### config.mk
export PLATFORM = sky130hd
export DESIGN_NAME = uart_rx_mmio_flat
export DESIGN_NICKNAME = d
export VERILOG_FILES = /design/src/rtl/uart_pkg.sv /design/src/rtl/uart_rx_mmio_if.sv /design/src/rtl/sync_fifo.sv /design/src/rtl/uart_rx_mmio.sv /design/src/flat_wrapper.sv
export SDC_FILE = /design/constraint.sdc
export NUM_CORES = 1
export LEC_CHECK = 0
export CAP_MARGIN = 20
export CORE_MARGIN = 2
export CORE_UTILIZATION = 50
export CTS_CLUSTER_DIAMETER = 80
export DETAILED_ROUTE_END_ITERATION = 7
export GPL_ROUTABILITY_DRIVEN = 0
export PLACE_DENSITY = 0.82
export SLEW_MARGIN = 5
export SYNTH_ARGS = -nofsm -noshare
export SYNTH_HDL_FRONTEND = slang
export SYNTH_SLANG_ARGS = --single-unit
### constraint.sdc
create_clock -name clk -period 2.56 [get_ports clk]
set_clock_uncertainty 0.2 [all_clocks]
set_input_delay 0.384 -clock clk [delete_from_list [all_inputs] [get_ports clk]]
set_output_delay 0.384 -clock clk [all_outputs]
set_load 0.02 [all_outputs]
### src/rtl/uart_pkg.sv
// uart_pkg
// Shared definitions for the memory-mapped UART receiver:
//   - rx_state_t     : receiver FSM states
//   - UART_BASE      : base of the UART register block (transmit register)
//   - UART_DATA_OFS  : offset of the receive DATA register from UART_BASE
//   - UART_STAT_OFS  : offset of the receive STATUS register from UART_BASE
//   - STAT_*_BIT     : bit positions inside the STATUS word
//   - status_word()  : packs the status flags into a 32-bit read value
package uart_pkg;

   typedef enum logic [2:0] {
      IDLE,
      START,
      DATA,
      STOP,
      BREAK
   } rx_state_t;

   localparam logic [31:0] UART_BASE     = 32'h0000_1000;
   localparam logic [31:0] UART_DATA_OFS = 32'd4;
   localparam logic [31:0] UART_STAT_OFS = 32'd8;

   localparam int STAT_VALID_BIT = 0;
   localparam int STAT_FERR_BIT  = 1;
   localparam int STAT_OVR_BIT   = 2;

   // Firmware polls this word, so the bit layout must stay fixed.
   function automatic logic [31:0] status_word(input logic ovr,
                                               input logic ferr,
                                               input logic valid);
      logic [31:0] w;
      w                 = '0;
      w[STAT_OVR_BIT]   = ovr;
      w[STAT_FERR_BIT]  = ferr;
      w[STAT_VALID_BIT] = valid;
      return w;
   endfunction

endpackage

### src/rtl/uart_rx_mmio_if.sv
// uart_rx_mmio_if
// Load-side bus between the core and the UART receiver.
//   ren      : core load strobe, qualifies addr
//   addr     : 32-bit byte address, full-word compare
//   rdata    : 32-bit read data, combinational from addr/ren
//   rx_valid : receive FIFO non-empty
// Modports: master = core side, slave = UART side.
interface uart_rx_mmio_if;

   logic        ren;
   logic [31:0] addr;
   logic [31:0] rdata;
   logic        rx_valid;

   modport master (output ren, output addr, input rdata, input rx_valid);
   modport slave  (input ren, input addr, output rdata, output rx_valid);

endinterface

### src/rtl/sync_fifo.sv
// sync_fifo
// Single-clock FIFO with a show-ahead head output.
//   clk, rst_n : clock, asynchronous active-low reset (empties the FIFO)
//   push, din  : write request and data; ignored when full unless a pop
//                happens in the same cycle
//   pop        : read request; ignored when empty
//   dout       : current head entry (meaningless while empty)
//   empty,full : occupancy flags
module sync_fifo #(
   parameter int WIDTH = 8,
   parameter int DEPTH = 4
) (
   input  logic             clk,
   input  logic             rst_n,
   input  logic             push,
   input  logic             pop,
   input  logic [WIDTH-1:0] din,
   output logic [WIDTH-1:0] dout,
   output logic             empty,
   output logic             full
);

   localparam int AW = $clog2(DEPTH);

   logic [AW:0]      wr_ptr;
   logic [AW:0]      rd_ptr;
   logic [WIDTH-1:0] mem [DEPTH];
   logic             do_push;
   logic             do_pop;

   // The extra pointer bit tells a full FIFO apart from an empty one when
   // the index bits match.
   assign empty   = (wr_ptr == rd_ptr);
   assign full    = (wr_ptr[AW] != rd_ptr[AW]) && (wr_ptr[AW-1:0] == rd_ptr[AW-1:0]);
   assign do_pop  = pop && !empty;
   assign do_push = push && (!full || do_pop);
   assign dout    = mem[rd_ptr[AW-1:0]];

   always_ff @(posedge clk or negedge rst_n) begin
      if (!rst_n) begin
         wr_ptr <= '0;
         rd_ptr <= '0;
      end else begin
         if (do_push) wr_ptr <= wr_ptr + 1'b1;
         if (do_pop)  rd_ptr <= rd_ptr + 1'b1;
      end
   end

   // Storage carries no reset; the pointers alone define what is valid.
   always_ff @(posedge clk) begin
      if (do_push) mem[wr_ptr[AW-1:0]] <= din;
   end

endmodule

### src/rtl/uart_rx_mmio.sv
// uart_rx_mmio
// Memory-mapped 8N1 UART receiver with a small receive FIFO.
//   clk, rst_n : system clock, asynchronous active-low reset
//   uart_in    : asynchronous serial line, idles high
//   bus        : load-side bus (ren, addr -> rdata, rx_valid)
// Registers: BASE_ADDR = DATA (read pops one byte),
//            BASE_ADDR+4 = STATUS {ovr, ferr, rx_valid} (read clears flags).
module uart_rx_mmio
   import uart_pkg::*;
#(
   parameter int          WAIT_DIV   = 8,
   parameter int          FIFO_DEPTH = 4,
   parameter logic [31:0] BASE_ADDR  = UART_BASE + UART_DATA_OFS
) (
   input  logic           clk,
   input  logic           rst_n,
   input  logic           uart_in,
   uart_rx_mmio_if.slave  bus
);

   localparam int               CNT_W     = $clog2(WAIT_DIV);
   localparam logic [CNT_W-1:0] CNT_LAST  = CNT_W'(WAIT_DIV - 1);
   localparam logic [CNT_W-1:0] CNT_HALF  = CNT_W'(WAIT_DIV / 2 - 1);
   localparam logic [31:0]      STAT_ADDR = BASE_ADDR + (UART_STAT_OFS - UART_DATA_OFS);

   logic             sync_q;
   logic             rxs;
   rx_state_t        state;
   logic [CNT_W-1:0] cnt;
   logic [2:0]       idx;
   logic [7:0]       shreg;
   logic             ovr;
   logic             ferr;
   logic [7:0]       fifo_dout;
   logic             fifo_empty;
   logic             fifo_full;
   logic             bit_end;
   logic             push_req;
   logic             ferr_set;
   logic             ovr_set;
   logic             data_hit;
   logic             stat_hit;
   logic [31:0]      rdata_c;

   // Two-flop synchronizer; both stages reset to the idle (high) level so
   // reset release never looks like a start bit.
   always_ff @(posedge clk or negedge rst_n) begin
      if (!rst_n) begin
         sync_q <= 1'b1;
         rxs    <= 1'b1;
      end else begin
         sync_q <= uart_in;
         rxs    <= sync_q;
      end
   end

   assign bit_end  = (cnt == CNT_LAST);
   assign push_req = (state == STOP) && bit_end && rxs;
   assign ferr_set = (state == STOP) && bit_end && !rxs;
   assign data_hit = bus.ren && (bus.addr == BASE_ADDR);
   assign stat_hit = bus.ren && (bus.addr == STAT_ADDR);
   // A pop in the same cycle frees the slot, so a full FIFO only overruns
   // when nobody reads DATA at the stop-sample edge.
   assign ovr_set  = push_req && fifo_full && !data_hit;

   // Receiver FSM. START waits half a bit to land on the start-bit centre;
   // every later sample is a whole bit period after the previous one.
   // BREAK swallows a held-low line so it is not taken as a new start bit.
   always_ff @(posedge clk or negedge rst_n) begin
      if (!rst_n) begin
         state <= IDLE;
         cnt   <= '0;
         idx   <= '0;
         shreg <= '0;
      end else begin
         case (state)
            IDLE: begin
               if (!rxs) begin
                  state <= START;
                  cnt   <= '0;
               end
            end
            START: begin
               if (cnt == CNT_HALF) begin
                  cnt   <= '0;
                  idx   <= '0;
                  state <= rxs ? IDLE : DATA;
               end else begin
                  cnt <= cnt + 1'b1;
               end
            end
            DATA: begin
               if (bit_end) begin
                  shreg[idx] <= rxs;
                  cnt        <= '0;
                  if (idx == 3'd7) state <= STOP;
                  else             idx   <= idx + 3'd1;
               end else begin
                  cnt <= cnt + 1'b1;
               end
            end
            STOP: begin
               if (bit_end) begin
                  cnt   <= '0;
                  state <= rxs ? IDLE : BREAK;
               end else begin
                  cnt <= cnt + 1'b1;
               end
            end
            BREAK: begin
               if (rxs) state <= IDLE;
            end
            default: state <= IDLE;
         endcase
      end
   end

   // Sticky error flags: a set event in the same cycle as a STATUS read
   // wins, so the error is never lost between two polls.
   always_ff @(posedge clk or negedge rst_n) begin
      if (!rst_n) begin
         ovr  <= 1'b0;
         ferr <= 1'b0;
      end else begin
         if (ovr_set)       ovr <= 1'b1;
         else if (stat_hit) ovr <= 1'b0;
         if (ferr_set)       ferr <= 1'b1;
         else if (stat_hit)  ferr <= 1'b0;
      end
   end

   sync_fifo #(
      .WIDTH (8),
      .DEPTH (FIFO_DEPTH)
   ) u_fifo (
      .clk   (clk),
      .rst_n (rst_n),
      .push  (push_req),
      .pop   (data_hit),
      .din   (shreg),
      .dout  (fifo_dout),
      .empty (fifo_empty),
      .full  (fifo_full)
   );

   // Read mux. DATA returns 0 while empty, even if a byte is being pushed
   // in the same cycle.
   always_comb begin
      rdata_c = '0;
      if (data_hit && !fifo_empty) begin
         rdata_c = {24'b0, fifo_dout};
      end else if (stat_hit) begin
         rdata_c = status_word(ovr, ferr, !fifo_empty);
      end
   end

   assign bus.rdata    = rdata_c;
   assign bus.rx_valid = !fifo_empty;

endmodule

### src/flat_wrapper.sv
// flat-port wrapper written by rule: the top's interface ports become plain ports
module uart_rx_mmio_flat import uart_pkg::*;
#(
   parameter int          WAIT_DIV   = 8,
   parameter int          FIFO_DEPTH = 4,
   parameter logic [31:0] BASE_ADDR  = UART_BASE + UART_DATA_OFS
)
  (clk, rst_n, uart_in, bus_ren, bus_addr, bus_rdata, bus_rx_valid);
  uart_rx_mmio_if bus_i ();
  input  logic clk;
  input  logic rst_n;
  input  logic uart_in;
  input wire logic [$bits(bus_i.ren)-1:0] bus_ren;
  input wire logic [$bits(bus_i.addr)-1:0] bus_addr;
  output wire logic [$bits(bus_i.rdata)-1:0] bus_rdata;
  output wire logic [$bits(bus_i.rx_valid)-1:0] bus_rx_valid;
  assign bus_i.ren = bus_ren;
  assign bus_i.addr = bus_addr;
  assign bus_rdata = bus_i.rdata;
  assign bus_rx_valid = bus_i.rx_valid;
  uart_rx_mmio #(.WAIT_DIV(WAIT_DIV), .FIFO_DEPTH(FIFO_DEPTH), .BASE_ADDR(BASE_ADDR)) u_core (.clk(clk), .rst_n(rst_n), .uart_in(uart_in), .bus(bus_i));
endmodule
After elaboration in Yosys (flattened, before gate mapping)
Memory sizes are Yosys's and may differ from the RTL's. Cells that the tools add are included. Widths: inputs -> output; s select.

Output and inout port bits: 33. Input port bits: 36. Memories: 1. Bits in writable memories: 32. Bits in registers: 27.

Memory list: u_core.u_fifo.mem (words 4, width 8, read ports 1, clocked after memory_dff 0, write ports 1, RTL line sync_fifo.sv:27) `logic [WIDTH-1:0] mem [DEPTH];`.

Reduce and logical (&&, ||, !) cells: 26. Add/subtract/negate cells: 4. Eq/ne operators: 19. Magnitude comparators: 2. Mux-type cells: 27.

Operators with widths (count): $eq 32x13->1 const B (2); $mux 3 (14); $pmux 3 s5 (1); $add 3x1->3 const B (4); $logic_and 1x1->1 (11); $ne 2x1->1 const B (5); $eq 3x2->1 const B (3); $eq 3x3->1 const B (3); $pmux 3 s3 (1); $bwmux 8 (1); $mux 8 (1); $mux 1 (6); $pmux 3 s2 (1); $reduce_and 6->1 (1); $reduce_bool 2->1 (3); $logic_not 1->1 (4); $lt 3x4->1 const B (1); $ne 2x2->1 const B (2); $reduce_and 2->1 (2); $reduce_and 4->1 (1); $demux 1 s3 (1); $eq 3x1->1 const B (1); $eq 3x3->1 (1); $ge 3x1->1 const B (1); other kinds (7) (7).

Longest topological paths before layout
Depth after elaboration: 7. Depth in mapped cells: 7.

Hierarchy
A second synthesis with hierarchy kept.

Cells, all modules: 238. Area total of the unflattened synthesis: 3155.5 µm².

By module, submodules not included: sync_fifo (instances 1, area an instance 1614.0 µm², cells an instance 89); uart_rx_mmio (instances 1, area an instance 1541.5 µm², cells an instance 149).

Worst setup path after synthesis
OpenSTA, ideal clock, no wires.

Kind: register to register. Start: reg u_core.cnt[0]. End: mem u_core.u_fifo.mem[0][0] (enable). Period minus slack after synthesis: 2.359 ns. Cell stages (with the launch flop): 8. Data required time: 1.989 ns. Library setup time: 0.371 ns. Setup slack: 0.201 ns. Arrival time: 1.789 ns. Path through: dfrtp_1 > ha_1 > ha_1 > nand2_1 > nor3b_1 > and2_1 > o21ai_2 > nor2_1.

Word-level cells in the longest chain between the ends: 6.

RTL lines: from (decl) (RTL line uart_rx_mmio.sv:29) `logic [CNT_W-1:0] cnt;`; from (signal assigned) (RTL line uart_rx_mmio.sv:89) `cnt <= cnt + 1'b1;`; from (signal assigned) (RTL line uart_rx_mmio.sv:99) `cnt <= cnt + 1'b1;`; from (signal assigned) (RTL line uart_rx_mmio.sv:107) `cnt <= cnt + 1'b1;`; $eq 3x3->1 (RTL line uart_rx_mmio.sv:57) `assign bit_end = (cnt == CNT_LAST);`; $logic_and 1x1->1 (2 in series) (RTL line uart_rx_mmio.sv:58) `assign push_req = (state == STOP) && bit_end && rxs;`; $logic_and 1x1->1 (RTL line sync_fifo.sv:36) `assign do_push = push && (!full || do_pop);`; $mux 1 (RTL line sync_fifo.sv:51) `if (do_push) mem[wr_ptr[AW-1:0]] <= din;`; $mux 1 (implied by the code) (RTL line sync_fifo.sv:51); to (decl) (RTL line sync_fifo.sv:27).

Every way passes these cells.

Worst setup path in the final report
Start: in bus_addr[6]. End: out bus_rdata[2].

Word-level cells in the longest chain between the ends: 4. Elaborated cells between the ends (all ways): 7. Classes of those cells: 2 x eq/ne; 2 x mux; 3 x reduce/logical.

RTL lines: from (decl) (RTL line flat_wrapper.sv:14) `input wire logic [$bits(bus_i.addr)-1:0] bus_addr;`; $eq 32x13->1 (on tied branches) (RTL line uart_rx_mmio.sv:61, uart_rx_mmio.sv:60); $logic_and 1x1->1 (on tied branches) (RTL line uart_rx_mmio.sv:61, uart_rx_mmio.sv:60); $mux 3 / $logic_and 1x1->1 (equally long branches) (RTL line uart_rx_mmio.sv:152, uart_rx_mmio.sv:150); $mux 8 * (RTL line uart_rx_mmio.sv:150) `if (data_hit && !fifo_empty) begin`; to (decl) (RTL line flat_wrapper.sv:15) `output wire logic [$bits(bus_i.rdata)-1:0] bus_rdata;`.

Mark *: on every way between the ends. The rest lies on a longest branch, timed or not.

==> impl_metrics.tcl <==
set metrics [dict create \
    setup_ws_ns -0.0351 \
    met3_usage 0.0629 \
    routed_via_density 5.06 \
    core_sq_um 5570 \
    cpPeakStageDelay_ns 0.40 \
    ctsRootBufferMaster "clkbuf_8" \
    cts.path.max_buffers 2 \
    grt_max_degree 28 \
    cp_num_buf_inv 2 \
    p_leak_nw 1.73 \
    arrival_ns 2.01 \
    antenna_found_initial 0 \
    grt_first_pass_wirelength_mm 9.18 \
    yosysWarnings 0 \
    critical_path_class "primary input to output pin" \
    finalSetupViolCount 1 \
    drtIter0Drc 93 \
    fmax_mhz 385 \
    top_usage_layer "met2" \
    die-area_sq_um 6500 \
    insertedDiodeCount 0 \
    ff2ff_setup_slack_ns 0.17 \
    pre_cts_ws_ns -0.594 \
    place_area_sq_um 3470 \
    cp_slowest_cell "clkdlybuf4s50_1" \
    initial_core_util 0.527 \
    post-route-cell-area_sq_um 3750 \
    min_period_over_period 1.01 \
    cp_max_fo 4 \
    synth_cell_types 43 \
    r2r_cells 8 \
    synth_edf_count 32 \
    routed_wl_mm 5.86 \
    fin_crit_ns 2.60 \
    use_met2 0.316 \
    drc 0 \
    ios 69 \
    syn2layout_area_growth_pct 27.8 \
    hold_viol 0 \
    clkSlewWorstSetupHoldPaths_ns 0.07 \
    relSlewSlack 0.565 \
    fin_tns_setup_ns -0.0351 \
    die_h_um 80.6 \
    dp.cells 360 \
    ys_seq_area_frac 0.558 \
    h-tree-depth 3 \
    final_cells 382 \
    layout-drive-gt1-share 0.245 \
    ys_ff_latch 59 \
    num-nets-final 352 \
    dp_hpwl_mm 4.01 \
    vdd_drop_max_v 0.000465 \
    min_path_cells 0 \
    power_density_nw_per_um2 634 \
    cts_tree "done" \
    status "finished, violations left" \
    vias 1932 \
    grt_pass1_vias 1945 \
    synth_flop_cell "edfxtp_1" \
    netlist_area_sq_um 2940 \
    syn_avg_cell_area_sq_um 12.4 \
    wl_per_cell_um 15.3 \
    final_max_slew_viol_count 0 \
    cts_num_sinks 59 \
    postCtsHoldBufs 0 \
    grt_overflow 0 \
    start_kind "primary input" \
    clock_latency_ns 0.34 \
    r2r_end "u_core.u_fifo.mem[2][3]$_DFFE_PP_" \
    rows 27 \
    syn_inst 236 \
    violations "negative setup slack" \
    min_to "u_core.rxs$_DFF_PN1_" \
    max-cap-violations 0 \
    grt_usage 0.191 \
    hp-start "u_core.sync_q$_DFF_PN1_" \
    numCtsBuffers 9 \
    fin_total_pwr_w 0.00238 \
    hp-class "register to register" \
    async_reset_ff_frac 0.458 \
    cp_top_family "simple AND/OR/NAND/NOR gates" \
    timing.rr.start "u_core.cnt[0]$_DFFE_PN0P_" \
    fp.dieW_um 80.6 \
    use_met1 0.231 \
    crit_path_cell_trace "clkdlybuf4s50_1 > nor2_1 > nand4_2 > nor2_2 > nand4b_1 > o22ai_1 > buf_4" \
    crit_path_end_kind "output pin" \
    drtPass1Iterations 5 \
    path_depth 7 \
    worstMarginPinSlew_ns 0.647 \
    io_buffers 44 \
    antenna_left 0 \
    required_ns 1.98 \
]
[worst max path at each step]
stage / from / end / slack (ns)
2_1_floorplan: u_core.cnt[0]$_DFFE_PN0P_ / u_core.u_fifo.mem[0][0]$_DFFE_PP_ / 0.20
3_3_place_gp: bus_addr[16] / bus_rdata[5] / -0.54
3_5_place_dp: bus_addr[16] / bus_rdata[6] / -0.59
4_1_cts: bus_addr[29] / bus_rdata[1] / -0.006
5_1_grt: bus_addr[6] / bus_rdata[2] / -0.07
6_report: bus_addr[6] / bus_rdata[2] / -0.04
[through the flow]
step | hold slack [ns] | util
6_report | 0.161 | 0.673
5_1_grt | 0.170 | 0.673
4_1_cts | 0.162 | 0.660
3_5_place_dp | 0.148 | 0.623
3_3_place_gp | 0.145 | 0.623
2_1_floorplan | -0.112 | -
[worst register-to-register path, stage by stage, from the launching register on]
cell	delay [ns]
dfrtp_1	0.39
ha_1	0.22
ha_1	0.24
nand2_1	0.10
nor3b_1	0.27
and2_1	0.25
o21ai_2	0.10
nor2_1	0.12
buf_4	0.20
[cell usage in the layout (no fill, tap or decap), types with 3 or more instances in the layout]
cell	count
dlygate4sd2_1	13
nand3b_1	3
nand2_1	12
nor3b_1	3
mux4_2	8
xor2_1	4
xnor2_1	3
clkdlybuf4s15_1	7
mux2_2	3
nor2_1	15
clkdlybuf4s50_1	9
ha_1	11
and3_1	6
dlymetal6s2s_1	8
nor4_2	4
clkbuf_8	9
buf_2	3
nand4_1	5
inv_6	4
conb_1	24
edfxtp_1	32
buf_4	23
inv_1	20
o21ai_0	10
a21oi_1	6
dfrtp_1	25
[area by class of cell]
cell class	instances	area, sq um
multi-input cells	148	1160
repair buffers	66	604
inverters	21	78.8
clock inverters	7	58.8
well taps	72	90.1
clock buffers	9	124
flip-flops and latches	59	1640
fillers	407	1820
[kinds of logic after synthesis]
family                   Yosys count  synth area share
AO/OA/AOI/OAI                     28            0.0588
XOR/XNOR                           7            0.0209
adder cells (fa/ha/maj)           11            0.0469
buffers and inverters             52            0.0989
flip-flops                        59             0.558
multiplexers                      13            0.0831
other                              1           0.00128
AND/OR/NAND/NOR                   65             0.132
[flip-flops by register name (all words and copies together), names as in the netlist]
register / cells
u_core.idx: 3
u_core.sync_q: 1
u_core.ovr: 1
u_core.shreg: 8
u_core.u_fifo.wr_ptr: 3
u_core.ferr: 1
u_core.rxs: 1
u_core.u_fifo.rd_ptr: 3
u_core.u_fifo.mem: 32
u_core.state: 3
u_core.cnt: 3
[what timing repair did]
item	CTS	global route
resized for setup	59	22
buffers inserted	5	1
pin swaps	12	13
setup endpoints to repair	9	8
[routing by layer]
metal,wire [um],up-vias
met5,0,-
met4,76,0
li1,-,936
met2,2910,73
met1,2400,914
met3,472,9
[where the power goes]
part / leakage (nW) / switching [W] / internal, W
clock network: 0.0872 / 0.000415 / 0.000365
registers: 0.683 / 0.0000875 / 0.00109
logic: 0.955 / 0.000243 / 0.000179
[synthesized netlist by cell type, drive strengths merged (2+ instances only)]
library cell,number,area [sq um]
a21oi,6,30.0
a22o,2,17.5
and3,6,37.5
buf,26,193
clkbuf,5,18.8
dfrtp,25,626
dfstp,2,52.6
edfxtp,32,961
ha,11,138
inv,21,78.8
mux2,5,63.8
mux4,8,180
nand2,13,51.3
nand3,2,10.0
nand3b,3,22.5
nand4,6,43.8
nor2,16,60.1
nor3,5,36.3
nor3b,3,22.5
nor4,5,37.5
nor4b,2,38.8
o21ai,11,58.8
o22ai,3,18.8
o31ai,2,15.0
xnor2,3,26.3
xor2,4,35.0
Power figures use the tool's default switching activity.
